`src/rtl/stack_pkg.sv`:
```
// Shared types and constants for the stack sequencer: command opcodes, FSM states,
// register-file addresses of the special registers and the memory request payload.
package stack_pkg;

  localparam int unsigned DATA_W = 16;
  localparam int unsigned ADDR_W = 16;
  localparam int unsigned REG_W  = 4;

  localparam logic [REG_W-1:0] REG_ISR = 4'hC;
  localparam logic [REG_W-1:0] REG_SP  = 4'hD;
  localparam logic [REG_W-1:0] REG_SR  = 4'hE;
  localparam logic [REG_W-1:0] REG_PC  = 4'hF;

  typedef enum logic [1:0] {
    PUSH      = 2'd0,
    POP       = 2'd1,
    INT_ENTER = 2'd2,
    NOP       = 2'd3
  } stack_op_t;

  typedef enum logic [3:0] {
    IDLE,
    PUSH_WR,
    PUSH_SP,
    POP_RD,
    POP_WB,
    POP_SP,
    INT_PC,
    INT_SR,
    INT_SP,
    INT_JMP,
    NOP_DONE,
    FAULT
  } state_t;

  typedef struct packed {
    logic              we;
    logic [ADDR_W-1:0] addr;
    logic [DATA_W-1:0] wdata;
  } mem_cmd_t;

endpackage

```
`src/rtl/mem_port_handshake.sv`:
```
// Data-memory request port: captures a command on start_c and holds req/we/addr/wdata
// stable until mem_ready completes it; a new request can only start once idle again.
module mem_port_handshake
  import stack_pkg::*;
(
  input  logic              clock,
  input  logic              reset,
  input  logic              start_c,
  input  mem_cmd_t          cmd_c,
  input  logic              mem_ready,
  output logic              mem_req,
  output logic              mem_we,
  output logic [ADDR_W-1:0] mem_addr,
  output logic [DATA_W-1:0] mem_wdata,
  output logic              busy,
  output logic              complete_c
);

  logic     req_q, req_d;
  mem_cmd_t cmd_q, cmd_d;

  // Request drops on the completing edge, so back-to-back requests are a cycle apart.
  always_comb begin
    req_d = req_q;
    cmd_d = cmd_q;
    if (req_q) begin
      if (mem_ready) req_d = 1'b0;
    end else if (start_c) begin
      req_d = 1'b1;
      cmd_d = cmd_c;
    end
  end

  always_ff @(posedge clock or negedge reset) begin
    if (!reset) begin
      req_q <= 1'b0;
      cmd_q <= '0;
    end else begin
      req_q <= req_d;
      cmd_q <= cmd_d;
    end
  end

  assign mem_req    = req_q;
  assign mem_we     = cmd_q.we;
  assign mem_addr   = cmd_q.addr;
  assign mem_wdata  = cmd_q.wdata;
  assign busy       = req_q;
  assign complete_c = req_q & mem_ready;

endmodule

```
`src/rtl/stack_sequencer.sv`:
```
// Multi-cycle PUSH / POP / interrupt-entry sequencer between decoder, register file and
// data memory. Optional stack bound checking at accept is enabled by STACK_LIMIT_EN.
module stack_sequencer
  import stack_pkg::*;
#(
  parameter logic [ADDR_W-1:0] STACK_TOP    = 16'hBFFF,
  parameter logic [ADDR_W-1:0] STACK_BOTTOM = 16'h8000
) (
  input  logic              clock,
  input  logic              reset,
  input  logic              cmd_valid,
  output logic              cmd_ready,
  input  logic [1:0]        cmd_op,
  input  logic [REG_W-1:0]  cmd_reg,
  output logic [REG_W-1:0]  rf_read_addr,
  input  logic [DATA_W-1:0] rf_read_data,
  input  logic [DATA_W-1:0] sp,
  input  logic [DATA_W-1:0] pc,
  input  logic [DATA_W-1:0] sr,
  input  logic [DATA_W-1:0] isr,
  output logic [REG_W-1:0]  rf_write_addr,
  output logic [DATA_W-1:0] rf_write_data,
  output logic              rf_write_en,
  output logic              mem_req,
  output logic              mem_we,
  output logic [ADDR_W-1:0] mem_addr,
  output logic [DATA_W-1:0] mem_wdata,
  input  logic [DATA_W-1:0] mem_rdata,
  input  logic              mem_ready,
  output logic              pc_load,
  output logic              sr_load,
  output logic [DATA_W-1:0] load_data,
  output logic              done,
  output logic              fault
);

  state_t            state_q, state_d;
  logic [REG_W-1:0]  reg_q, reg_d;
  logic [ADDR_W-1:0] sp_q, sp_d;
  logic [DATA_W-1:0] operand_q, operand_d;
  logic [DATA_W-1:0] popped_q, popped_d;

  logic              cmd_ready_q, cmd_ready_d;
  logic [REG_W-1:0]  rf_write_addr_q, rf_write_addr_d;
  logic [DATA_W-1:0] rf_write_data_q, rf_write_data_d;
  logic              rf_write_en_q, rf_write_en_d;
  logic              pc_load_q, pc_load_d;
  logic              sr_load_q, sr_load_d;
  logic [DATA_W-1:0] load_data_q, load_data_d;
  logic              done_q, done_d;
  logic              fault_q, fault_d;

  logic              hs_start_c;
  mem_cmd_t          hs_cmd_c;
  logic              hs_busy;
  logic              hs_complete_c;
  logic              limit_fault_c;

`ifdef STACK_LIMIT_EN
  // Bounds are judged on the SP sampled at accept.
  always_comb begin
    limit_fault_c = 1'b0;
    case (stack_op_t'(cmd_op))
      PUSH:      limit_fault_c = (sp < STACK_BOTTOM);
      INT_ENTER: limit_fault_c = (sp < ADDR_W'(STACK_BOTTOM + 16'd1));
      POP:       limit_fault_c = (sp >= STACK_TOP);
      default:   limit_fault_c = 1'b0;
    endcase
  end
`else
  assign limit_fault_c = 1'b0;
`endif

  // Tie-off for constants that are not referenced in every build.
  logic unused_c;
  assign unused_c = ^{REG_ISR, STACK_BOTTOM};

  mem_port_handshake u_mem_port (
    .clock      (clock),
    .reset      (reset),
    .start_c    (hs_start_c),
    .cmd_c      (hs_cmd_c),
    .mem_ready  (mem_ready),
    .mem_req    (mem_req),
    .mem_we     (mem_we),
    .mem_addr   (mem_addr),
    .mem_wdata  (mem_wdata),
    .busy       (hs_busy),
    .complete_c (hs_complete_c)
  );

  // Next state, operand latching and memory request generation.
  always_comb begin
    state_d    = state_q;
    reg_d      = reg_q;
    sp_d       = sp_q;
    operand_d  = operand_q;
    popped_d   = popped_q;
    hs_start_c = 1'b0;
    hs_cmd_c   = '0;
    case (state_q)
      IDLE: begin
        if (cmd_valid) begin
          reg_d     = cmd_reg;
          sp_d      = sp;
          operand_d = rf_read_data;
          if (limit_fault_c) begin
            state_d = FAULT;
          end else begin
            case (stack_op_t'(cmd_op))
              PUSH:      state_d = PUSH_WR;
              POP:       state_d = POP_RD;
              INT_ENTER: state_d = INT_PC;
              default:   state_d = NOP_DONE;
            endcase
          end
        end
      end
      PUSH_WR: begin
        hs_cmd_c   = '{we: 1'b1, addr: sp_q, wdata: operand_q};
        hs_start_c = !hs_busy;
        if (hs_complete_c) state_d = PUSH_SP;
      end
      POP_RD: begin
        hs_cmd_c   = '{we: 1'b0, addr: sp_q + 16'd1, wdata: '0};
        hs_start_c = !hs_busy;
        if (hs_complete_c) begin
          popped_d = mem_rdata;
          state_d  = POP_WB;
        end
      end
      POP_WB: state_d = (reg_q == REG_SP) ? IDLE : POP_SP;
      INT_PC: begin
        hs_cmd_c   = '{we: 1'b1, addr: sp_q, wdata: pc};
        hs_start_c = !hs_busy;
        if (hs_complete_c) state_d = INT_SR;
      end
      INT_SR: begin
        hs_cmd_c   = '{we: 1'b1, addr: sp_q - 16'd1, wdata: sr};
        hs_start_c = !hs_busy;
        if (hs_complete_c) state_d = INT_SP;
      end
      INT_SP:  state_d = INT_JMP;
      default: state_d = IDLE;
    endcase
  end

  // Outputs are registered by decoding the state about to be entered.
  always_comb begin
    cmd_ready_d     = (state_d == IDLE);
    done_d          = 1'b0;
    fault_d         = 1'b0;
    rf_write_en_d   = 1'b0;
    pc_load_d       = 1'b0;
    sr_load_d       = 1'b0;
    rf_write_addr_d = rf_write_addr_q;
    rf_write_data_d = rf_write_data_q;
    load_data_d     = load_data_q;
    case (state_d)
      PUSH_SP: begin
        rf_write_en_d   = 1'b1;
        rf_write_addr_d = REG_SP;
        rf_write_data_d = sp_d - 16'd1;
        done_d          = 1'b1;
      end
      POP_WB: begin
        if (reg_d == REG_PC) begin
          pc_load_d   = 1'b1;
          load_data_d = popped_d;
        end else if (reg_d == REG_SR) begin
          sr_load_d   = 1'b1;
          load_data_d = popped_d;
        end else begin
          rf_write_en_d   = 1'b1;
          rf_write_addr_d = reg_d;
          rf_write_data_d = popped_d;
          done_d          = (reg_d == REG_SP);
        end
      end
      POP_SP: begin
        rf_write_en_d   = 1'b1;
        rf_write_addr_d = REG_SP;
        rf_write_data_d = sp_d + 16'd1;
        done_d          = 1'b1;
      end
      INT_SP: begin
        rf_write_en_d   = 1'b1;
        rf_write_addr_d = REG_SP;
        rf_write_data_d = sp_d - 16'd2;
      end
      INT_JMP: begin
        pc_load_d   = 1'b1;
        load_data_d = isr;
        done_d      = 1'b1;
      end
      NOP_DONE: done_d  = 1'b1;
      FAULT:    fault_d = 1'b1;
      default: ;
    endcase
  end

  always_ff @(posedge clock or negedge reset) begin
    if (!reset) begin
      state_q         <= IDLE;
      reg_q           <= '0;
      sp_q            <= STACK_TOP;
      operand_q       <= '0;
      popped_q        <= '0;
      cmd_ready_q     <= 1'b1;
      rf_write_addr_q <= '0;
      rf_write_data_q <= '0;
      rf_write_en_q   <= 1'b0;
      pc_load_q       <= 1'b0;
      sr_load_q       <= 1'b0;
      load_data_q     <= '0;
      done_q          <= 1'b0;
      fault_q         <= 1'b0;
    end else begin
      state_q         <= state_d;
      reg_q           <= reg_d;
      sp_q            <= sp_d;
      operand_q       <= operand_d;
      popped_q        <= popped_d;
      cmd_ready_q     <= cmd_ready_d;
      rf_write_addr_q <= rf_write_addr_d;
      rf_write_data_q <= rf_write_data_d;
      rf_write_en_q   <= rf_write_en_d;
      pc_load_q       <= pc_load_d;
      sr_load_q       <= sr_load_d;
      load_data_q     <= load_data_d;
      done_q          <= done_d;
      fault_q         <= fault_d;
    end
  end

  assign cmd_ready     = cmd_ready_q;
  assign rf_read_addr  = (state_q == IDLE) ? cmd_reg : reg_q;
  assign rf_write_addr = rf_write_addr_q;
  assign rf_write_data = rf_write_data_q;
  assign rf_write_en   = rf_write_en_q;
  assign pc_load       = pc_load_q;
  assign sr_load       = sr_load_q;
  assign load_data     = load_data_q;
  assign done          = done_q;

`ifdef STACK_LIMIT_EN
  assign fault = fault_q;
`else
  assign fault = 1'b0;
  logic unused_fault_c;
  assign unused_fault_c = fault_q;
`endif

endmodule

```
`config.mk`:
```
export PLATFORM = sky130hd
export DESIGN_NAME = stack_sequencer
export DESIGN_NICKNAME = d
export VERILOG_FILES = /design/src/rtl/stack_pkg.sv /design/src/rtl/mem_port_handshake.sv /design/src/rtl/stack_sequencer.sv
export SDC_FILE = /design/constraint.sdc
export NUM_CORES = 1
export LEC_CHECK = 0
export CAP_MARGIN = 10
export CORE_ASPECT_RATIO = 1.75
export CORE_MARGIN = 5
export CORE_UTILIZATION = 35
export CTS_CLUSTER_SIZE = 8
export DETAILED_ROUTE_END_ITERATION = 10
export GPL_ROUTABILITY_DRIVEN = 0
export GPL_TIMING_DRIVEN = 0
export SETUP_SLACK_MARGIN = 0.2
export SYNTH_ARGS = -nofsm -noshare
export SYNTH_HDL_FRONTEND = slang
export SYNTH_HIERARCHICAL = 1
export SYNTH_SLANG_ARGS = --single-unit
```
`constraint.sdc`:
```
create_clock -name clock -period 5.4 [get_ports clock]
set_input_delay 1.62 -clock clock [delete_from_list [all_inputs] [get_ports clock]]
set_output_delay 1.62 -clock clock [all_outputs]
set_load 0.05 [all_outputs]
```
# After elaboration in Yosys (flattened, before gate mapping)
# Cells that the tools add are included.
[op_classes]
add_sub_neg = 5
eq_ne = 21
mux = 40
bitwise_logic = 2
n_reduce_logical = 15
[op_table]
columns = ["operator", "n"]
rows = [
  ["33-bit case mux with 4 select lines", 1],
  ["16-bit two-way mux", 8],
  ["16-bit case mux with 4 select lines", 1],
  ["4-bit two-way mux", 10],
  ["16-bit by 1-bit adder with 16-bit output (second input constant)", 2],
  ["4-bit == test (second input constant)", 8],
  ["16-bit case mux with 2 select lines", 1],
  ["16-bit by 1-bit subtractor with 16-bit output (second input constant)", 2],
  ["4-bit case mux with 7 select lines", 1],
  ["4-bit by 3-bit == test with 1-bit output (second input constant)", 5],
  ["16-bit by 2-bit subtractor with 16-bit output (second input constant)", 1],
  ["1-bit two-way mux", 12],
  ["4-bit case mux with 3 select lines", 1],
  ["4-bit by 2-bit == test with 1-bit output (second input constant)", 2],
  ["4-bit logical NOT", 2],
  ["4-bit case mux with 2 select lines", 1],
  ["4-bit OR reduction", 2],
  ["1-bit case mux with 2 select lines", 3],
  ["2-bit AND reduction", 3],
  ["3-bit AND reduction", 2],
  ["4-bit by 1-bit == test with 1-bit output (second input constant)", 1],
  ["2-bit != test (second input constant)", 2],
  ["2-bit nonzero test", 2],
  ["4-bit nonzero test", 1],
  ["9 further kinds", 9],
]
[totals]
regBits = 131
input_bits = 106
output_inout_bits = 80
elab_cells = 100

# Logic depth before layout (Yosys ltp)
[depth]
word_depth = 8
depth_mapped = 19
mapped_depth_nobuf = 15

# Cells and area by module
# The synthesis kept the hierarchy.
[modules_own_cells]
columns = ["module", "n_inst", "cells_per_inst", "area_per_inst_um2", "seq_area_each_um2"]
rows = [
  ["stack_sequencer", 1, 755, 6451.2, 2447.3],
  ["mem_port_handshake", 1, 76, 1418.9, 850.8],
]

# Least setup slack after synthesis
# OpenSTA, ideal clock, no wires.
[synth_path]
kind = "input -> register"
startpoint = "input cmd_valid"
endpoint = "register rf_write_data_q[14], in the netlist rf_write_data[14]"
setup_ns = 0.084
t_arrival_ns = 4.902
required_time_ns = 5.316
slack_ns = 0.414
cell_stages = 18
n_path_buf = 5
cell_sequence = "buf_4 > and2_4 > buf_6 > buf_6 > buf_2 > buf_2 > mux2i_1 > inv_1 > ha_1 > a21o_1 > a21o_1 > a2111oi_4 > o31ai_1 > a41o_1 > a21oi_1 > xnor2_1 > nand2_1 > a41oi_2"
[synth_between]
word_cells_on_any_way = 20
classes_between = "add/sub (3); eq/ne (8); mux (7); reduce/logical (2)"
[synth_rtl]
columns = ["item", "line_no", "text"]
rows = [
  ["start: declaration", "stack_sequencer.sv:11", "input logic cmd_valid,"],
  ["16-bit two-way mux *", "stack_sequencer.sv:103", "if (cmd_valid) begin"],
  ["16-bit two-way mux *", "stack_sequencer.sv:101", "case (state_q)"],
  ["net sp_d[2]", "stack_sequencer.sv:39", "logic [ADDR_W-1:0] sp_q, sp_d;"],
  ["16-bit by 2-bit subtractor with 16-bit output (tied with other cells)", "stack_sequencer.sv:189", "rf_write_data_d = sp_d - 16'd2;"],
  ["16-bit case mux with 4 select lines *", "stack_sequencer.sv:159", "case (state_d)"],
  ["end signal: assignment", "stack_sequencer.sv:226", "rf_write_data_q <= rf_write_data_d;"],
  ["end: declaration", "stack_sequencer.sv:45", "logic [DATA_W-1:0] rf_write_data_q, rf_write_data_d;"],
]
# The timed path passes the listed nets; every way through them passes the cells marked *.
# A chain may end at the register's enable or synchronous reset.

# Worst setup path in the final report
# Same ends and word-level chain as after synthesis.

==> flow_results.xml <==
<?xml version="1.0" encoding="UTF-8"?>
<metrics>
  <group name="die">
    <metric name="floorplan.initialDensity" unit="">0.355</metric>
    <metric name="pin_count" unit="">186</metric>
    <metric name="floorplan.core_area" unit="um2">22200</metric>
    <metric name="chipHeight" unit="um">208</metric>
    <metric name="floorplan.die_area" unit="um2">25700</metric>
    <metric name="std_cell_rows" unit="">72</metric>
    <metric name="chipWidth" unit="um">123</metric>
  </group>
  <group name="synthesis">
    <metric name="synth_top_cells_by_area" unit="">dfrtp_1 (37%), nand2_1 (9.6%), mux2_4 (5.9%), dfstp_2 (5.3%), ha_1 (4.6%)</metric>
    <metric name="mappedNetlistNets" unit="">968</metric>
    <metric name="post_synthesis_cell_type_with_the_largest_combined_area" unit="">dfrtp_1</metric>
    <metric name="asyncSetResetFlopFracSynth" unit="">1.00</metric>
    <metric name="synth_enable_flop_cells" unit="">0</metric>
    <metric name="yosys_top_cell_area_share" unit="">0.366</metric>
    <metric name="synth.avg_cell_area" unit="um2">9.47</metric>
    <metric name="yosys_most_used_dff" unit="">dfrtp_1</metric>
    <metric name="syn_inst" unit="">831</metric>
    <metric name="synth.cell_area" unit="um2">7870</metric>
    <metric name="ys_warn_count" unit="">6</metric>
    <metric name="synth.yosys.seq_area_share" unit="">0.419</metric>
    <metric name="synth.ff_latch_count" unit="">131</metric>
    <metric name="number_of_unique_standard_cell_types_used_by_synthesis" unit="">74</metric>
  </group>
  <group name="sta">
    <metric name="rsz_0062_raised_after_global_routing" unit="">false</metric>
    <metric name="timing.slew.headroom" unit="">0.423</metric>
    <metric name="tns" unit="ps">0</metric>
    <metric name="final_min_period_over_clock_period" unit="">0.921</metric>
    <metric name="post-route-min-period" unit="ps">4970</metric>
    <metric name="maxClockFrequency" unit="GHz">0.201</metric>
    <metric name="timing.final.max_slew_violations" unit="">0</metric>
    <metric name="worstMarginPinSlew" unit="ps">863</metric>
    <metric name="whs" unit="ps">467</metric>
    <metric name="timing.final.setup_violations" unit="">0</metric>
    <metric name="final-hold-violation-count" unit="">0</metric>
    <metric name="worst_clock_skew" unit="ps">9.77</metric>
  </group>
  <group name="worst_setup_path">
    <metric name="critPathMaxFanout" unit="">10</metric>
    <metric name="worstSetupStartpoint" unit="">cmd_valid</metric>
    <metric name="worst-endpoint-required" unit="ps">5750</metric>
    <metric name="crit_path_top_delay_cell" unit="">a2111oi_4</metric>
    <metric name="worst_ep_arrival_time" unit="ps">5320</metric>
    <metric name="crit-reg2reg-launch" unit="">state_q[3]</metric>
    <metric name="path_class" unit="">in2reg</metric>
    <metric name="worst_path_largest_cell_delay" unit="ps">390</metric>
    <metric name="worst_setup_path_end_kind" unit="">flip-flop</metric>
    <metric name="crit_path_frequent_cell" unit="">buf_6</metric>
    <metric name="worst_setup_path_start_kind" unit="">primary input</metric>
    <metric name="ordered_cell_list_for_the_critical_path" unit="">buf_4 -&gt; and2_4 -&gt; buf_6 -&gt; buf_6 -&gt; buf_6 -&gt; buf_6 -&gt; mux2i_2 -&gt; inv_1 -&gt; ha_1 -&gt; a21o_1 -&gt; a21o_1 -&gt; a2111oi_4 -&gt; o31ai_1 -&gt; a41o_1 -&gt; a21oi_1 -&gt; xnor2_1 -&gt; nand2_1 -&gt; a41oi_2</metric>
  </group>
  <group name="drt">
    <metric name="routed_wl" unit="mm">24.0</metric>
    <metric name="avgViaCountPerCell" unit="">4.97</metric>
    <metric name="drt-pass1-iter-count" unit="">4</metric>
    <metric name="drt_first_iter_violations" unit="">313</metric>
    <metric name="route.detailed.drc" unit="">0</metric>
    <metric name="final_antenna_net_count" unit="">0</metric>
    <metric name="num_vias" unit="">6678</metric>
    <metric name="wl_per_cell" unit="um">17.9</metric>
  </group>
  <group name="global_route">
    <metric name="wire_length_of_the_first_global_routing_pass" unit="mm">37.1</metric>
    <metric name="antenna_found_initial" unit="">1</metric>
    <metric name="grt_pass1_vias" unit="">6858</metric>
    <metric name="gr-total-overflow" unit="">0</metric>
    <metric name="grt.total_usage" unit="">0.188</metric>
    <metric name="grt_start_max_net_pins" unit="">79</metric>
  </group>
  <group name="clocking">
    <metric name="cts_setup_buffers" unit="">0</metric>
    <metric name="tritoncts.num_buffers" unit="">17</metric>
    <metric name="cts_tree" unit="">done</metric>
    <metric name="cts.path.max_buffers" unit="">2</metric>
    <metric name="htree_levels" unit="">4</metric>
    <metric name="clockRootBuffer" unit="">clkbuf_16</metric>
    <metric name="clk_pin_slew_worst_paths" unit="ps">60</metric>
    <metric name="tritoncts_num_sinks" unit="">131</metric>
    <metric name="clkLatencyLatePin" unit="ps">420</metric>
  </group>
  <group name="cells_and_area">
    <metric name="layout-drive-gt1-share" unit="">0.137</metric>
    <metric name="design.final.nets" unit="">1172</metric>
    <metric name="fin_util" unit="">0.487</metric>
    <metric name="area_growth" unit="%">37.2</metric>
    <metric name="finalInstanceArea" unit="um2">10800</metric>
  </group>
  <group name="place">
    <metric name="detailedPlacementHpwl" unit="mm">18.8</metric>
    <metric name="post_detailed_placement_cell_area" unit="um2">10100</metric>
    <metric name="portBuffers" unit="">183</metric>
  </group>
  <group name="run_status">
    <metric name="run_status" unit="">complete, no violations</metric>
  </group>
  <group name="job">
    <metric name="cap_viol_max_count" unit="">0</metric>
  </group>
  <group name="worst_hold_path">
    <metric name="hp-class" unit="">reg2reg</metric>
    <metric name="worst_hold_startpoint" unit="">popped_q[3]</metric>
  </group>
  <group name="power">
    <metric name="worst_vdd_ir" unit="mV">0.309</metric>
    <metric name="power_per_cell_area" unit="nW/um2">696</metric>
    <metric name="power.static_leakage" unit="uW">0.00476</metric>
    <metric name="p_total" unit="uW">7520</metric>
  </group>
</metrics>
[sequential cells by signal (all words and copies together), names as in the netlist, 4 cells and up]
| name | cells |
|---|---|
| sp_q | 16 |
| rf_write_data | 16 |
| load_data | 16 |
| u_mem_port/mem_wdata | 16 |
| popped_q | 16 |
| u_mem_port/mem_addr | 16 |
| operand_q | 16 |
| reg_q | 4 |
| rf_write_addr | 4 |
| state_q | 4 |
[cell type report]
cell class                      instances  area (um2)
Inverter                               18        67.6
Fill cell                            2171       11400
Multi-Input combinational cell        636        4210
Clock inverter                          8         173
Sequential cell                       131        3300
Buffer                                 46         325
Clock buffer                           24         482
Timing Repair Buffer                  185        1880
Tap cell                              296         370
Antenna cell                            1        2.50
[final timing paths]
| check | cells past startpoint | endpoint | slack [ps] |
|---|---|---|---|
| worst max register to register | 18 | u_mem_port/mem_addr[15] | 900 |
| worst min register to register | 2 | popped_q[3] | 470 |
| worst max-delay path | 18 | rf_write_data[14] | 430 |
| max in group asynchronous | 2 | sp_q[15] | 3440 |
| min in group asynchronous | 1 | u_mem_port/mem_addr[6] | 1160 |
| worst min-delay path | 2 | popped_q[3] | 470 |
[timing repair]
action | in CTS | in global routing
hold buffers | 0 | 0
endpoints found under the hold margin | 0 | 0
gates resized for setup | 3 | 4
pin swaps | 0 | 0
endpoints found under the setup margin | 2 | 2
[synthesized netlist by cell type (9+ instances only)]
master	count
inv_1	17
o21ai_0	38
buf_6	9
clkbuf_1	16
ha_1	29
nand3_1	14
xor2_1	10
nor3_1	15
a21oi_1	61
a21o_1	10
nor2_1	46
dfrtp_1	115
mux2i_1	16
dfstp_2	16
a22o_1	11
a22oi_1	17
nand2_1	202
buf_2	10
xnor2_1	25
mux2_4	31
[cells by family (layout without fill, tap and decap cells)]
family	count (synthesis)	count (layout)	share of synthesized area
buffers and inverters	64	281	0.0483
adders and majority gates	31	31	0.0512
muxes	55	55	0.0913
other	1	2	0.000476
AOI/OAI and AO/OA	188	188	0.164
and+or+nand+nor	326	326	0.187
DFF	131	131	0.419
xor gates and xnor gates	35	35	0.0390
[power breakdown]
group	switching, uW	internal, uW	total, uW
combinational	2660	1800	4460
sequential	287	1480	1770
clock	437	857	1290
total	3380	4140	7520
[cell usage in the layout, fill, tap and decap left out, types with 4 or more instances in the layout]
| master | synthesis | layout |
|---|---|---|
| nand2_1 | 202 | 202 |
| clkdlybuf4s50_1 | 0 | 182 |
| dfrtp_1 | 115 | 115 |
| a21oi_1 | 61 | 61 |
| nor2_1 | 46 | 46 |
| o21ai_0 | 38 | 38 |
| mux2_4 | 31 | 31 |
| ha_1 | 29 | 29 |
| xnor2_1 | 25 | 25 |
| clkbuf_1 | 16 | 20 |
| inv_1 | 17 | 17 |
| a22oi_1 | 17 | 17 |
| clkbuf_16 | 0 | 17 |
| dfstp_2 | 16 | 16 |
| nor3_1 | 15 | 15 |
| nand3_1 | 14 | 14 |
| mux2i_1 | 16 | 14 |
| buf_6 | 9 | 12 |
| a22o_1 | 11 | 11 |
| a21o_1 | 10 | 10 |
| xor2_1 | 10 | 10 |
| buf_2 | 10 | 8 |
| and3_1 | 7 | 7 |
| mux2_2 | 7 | 7 |
| a41oi_2 | 7 | 7 |
| buf_4 | 6 | 6 |
| a211oi_1 | 6 | 6 |
| a31oi_1 | 5 | 5 |
| bufinv_16 | 0 | 5 |
| nand2b_1 | 4 | 4 |
| o21ai_1 | 4 | 4 |
| o21a_1 | 4 | 4 |
| nor2b_1 | 4 | 4 |
| or3_1 | 4 | 4 |
| buf_8 | 3 | 4 |
[worst max-delay path, delay by kind of cell]
kind | cells | cell delay, ps
AOI/OAI and AO/OA | 7 | 1650
buffers and inverters | 6 | 990
adders and majority gates | 1 | 380
muxes | 1 | 270
and+or+nand+nor | 2 | 260
xor gates and xnor gates | 1 | 140
[stage by stage]
step	setup slack [ps]	instances
finish	427	1345
CTS	297	1344
detailed placement	-333	1312
floorplan	414	831
global placement	-2850	1310
global route	233	1345
[metal layers]
layer,part of all wire,vias to the layer above,track usage,wire (um)
met5,0,-,0,0
met4,0.037,0,0.0918,896
met3,0.053,38,0.0443,1270
met2,0.54,191,0.343,13000
met1,0.37,3135,0.198,8900
li1,-,3314,-,-
(Power assumes the default switching activity.)
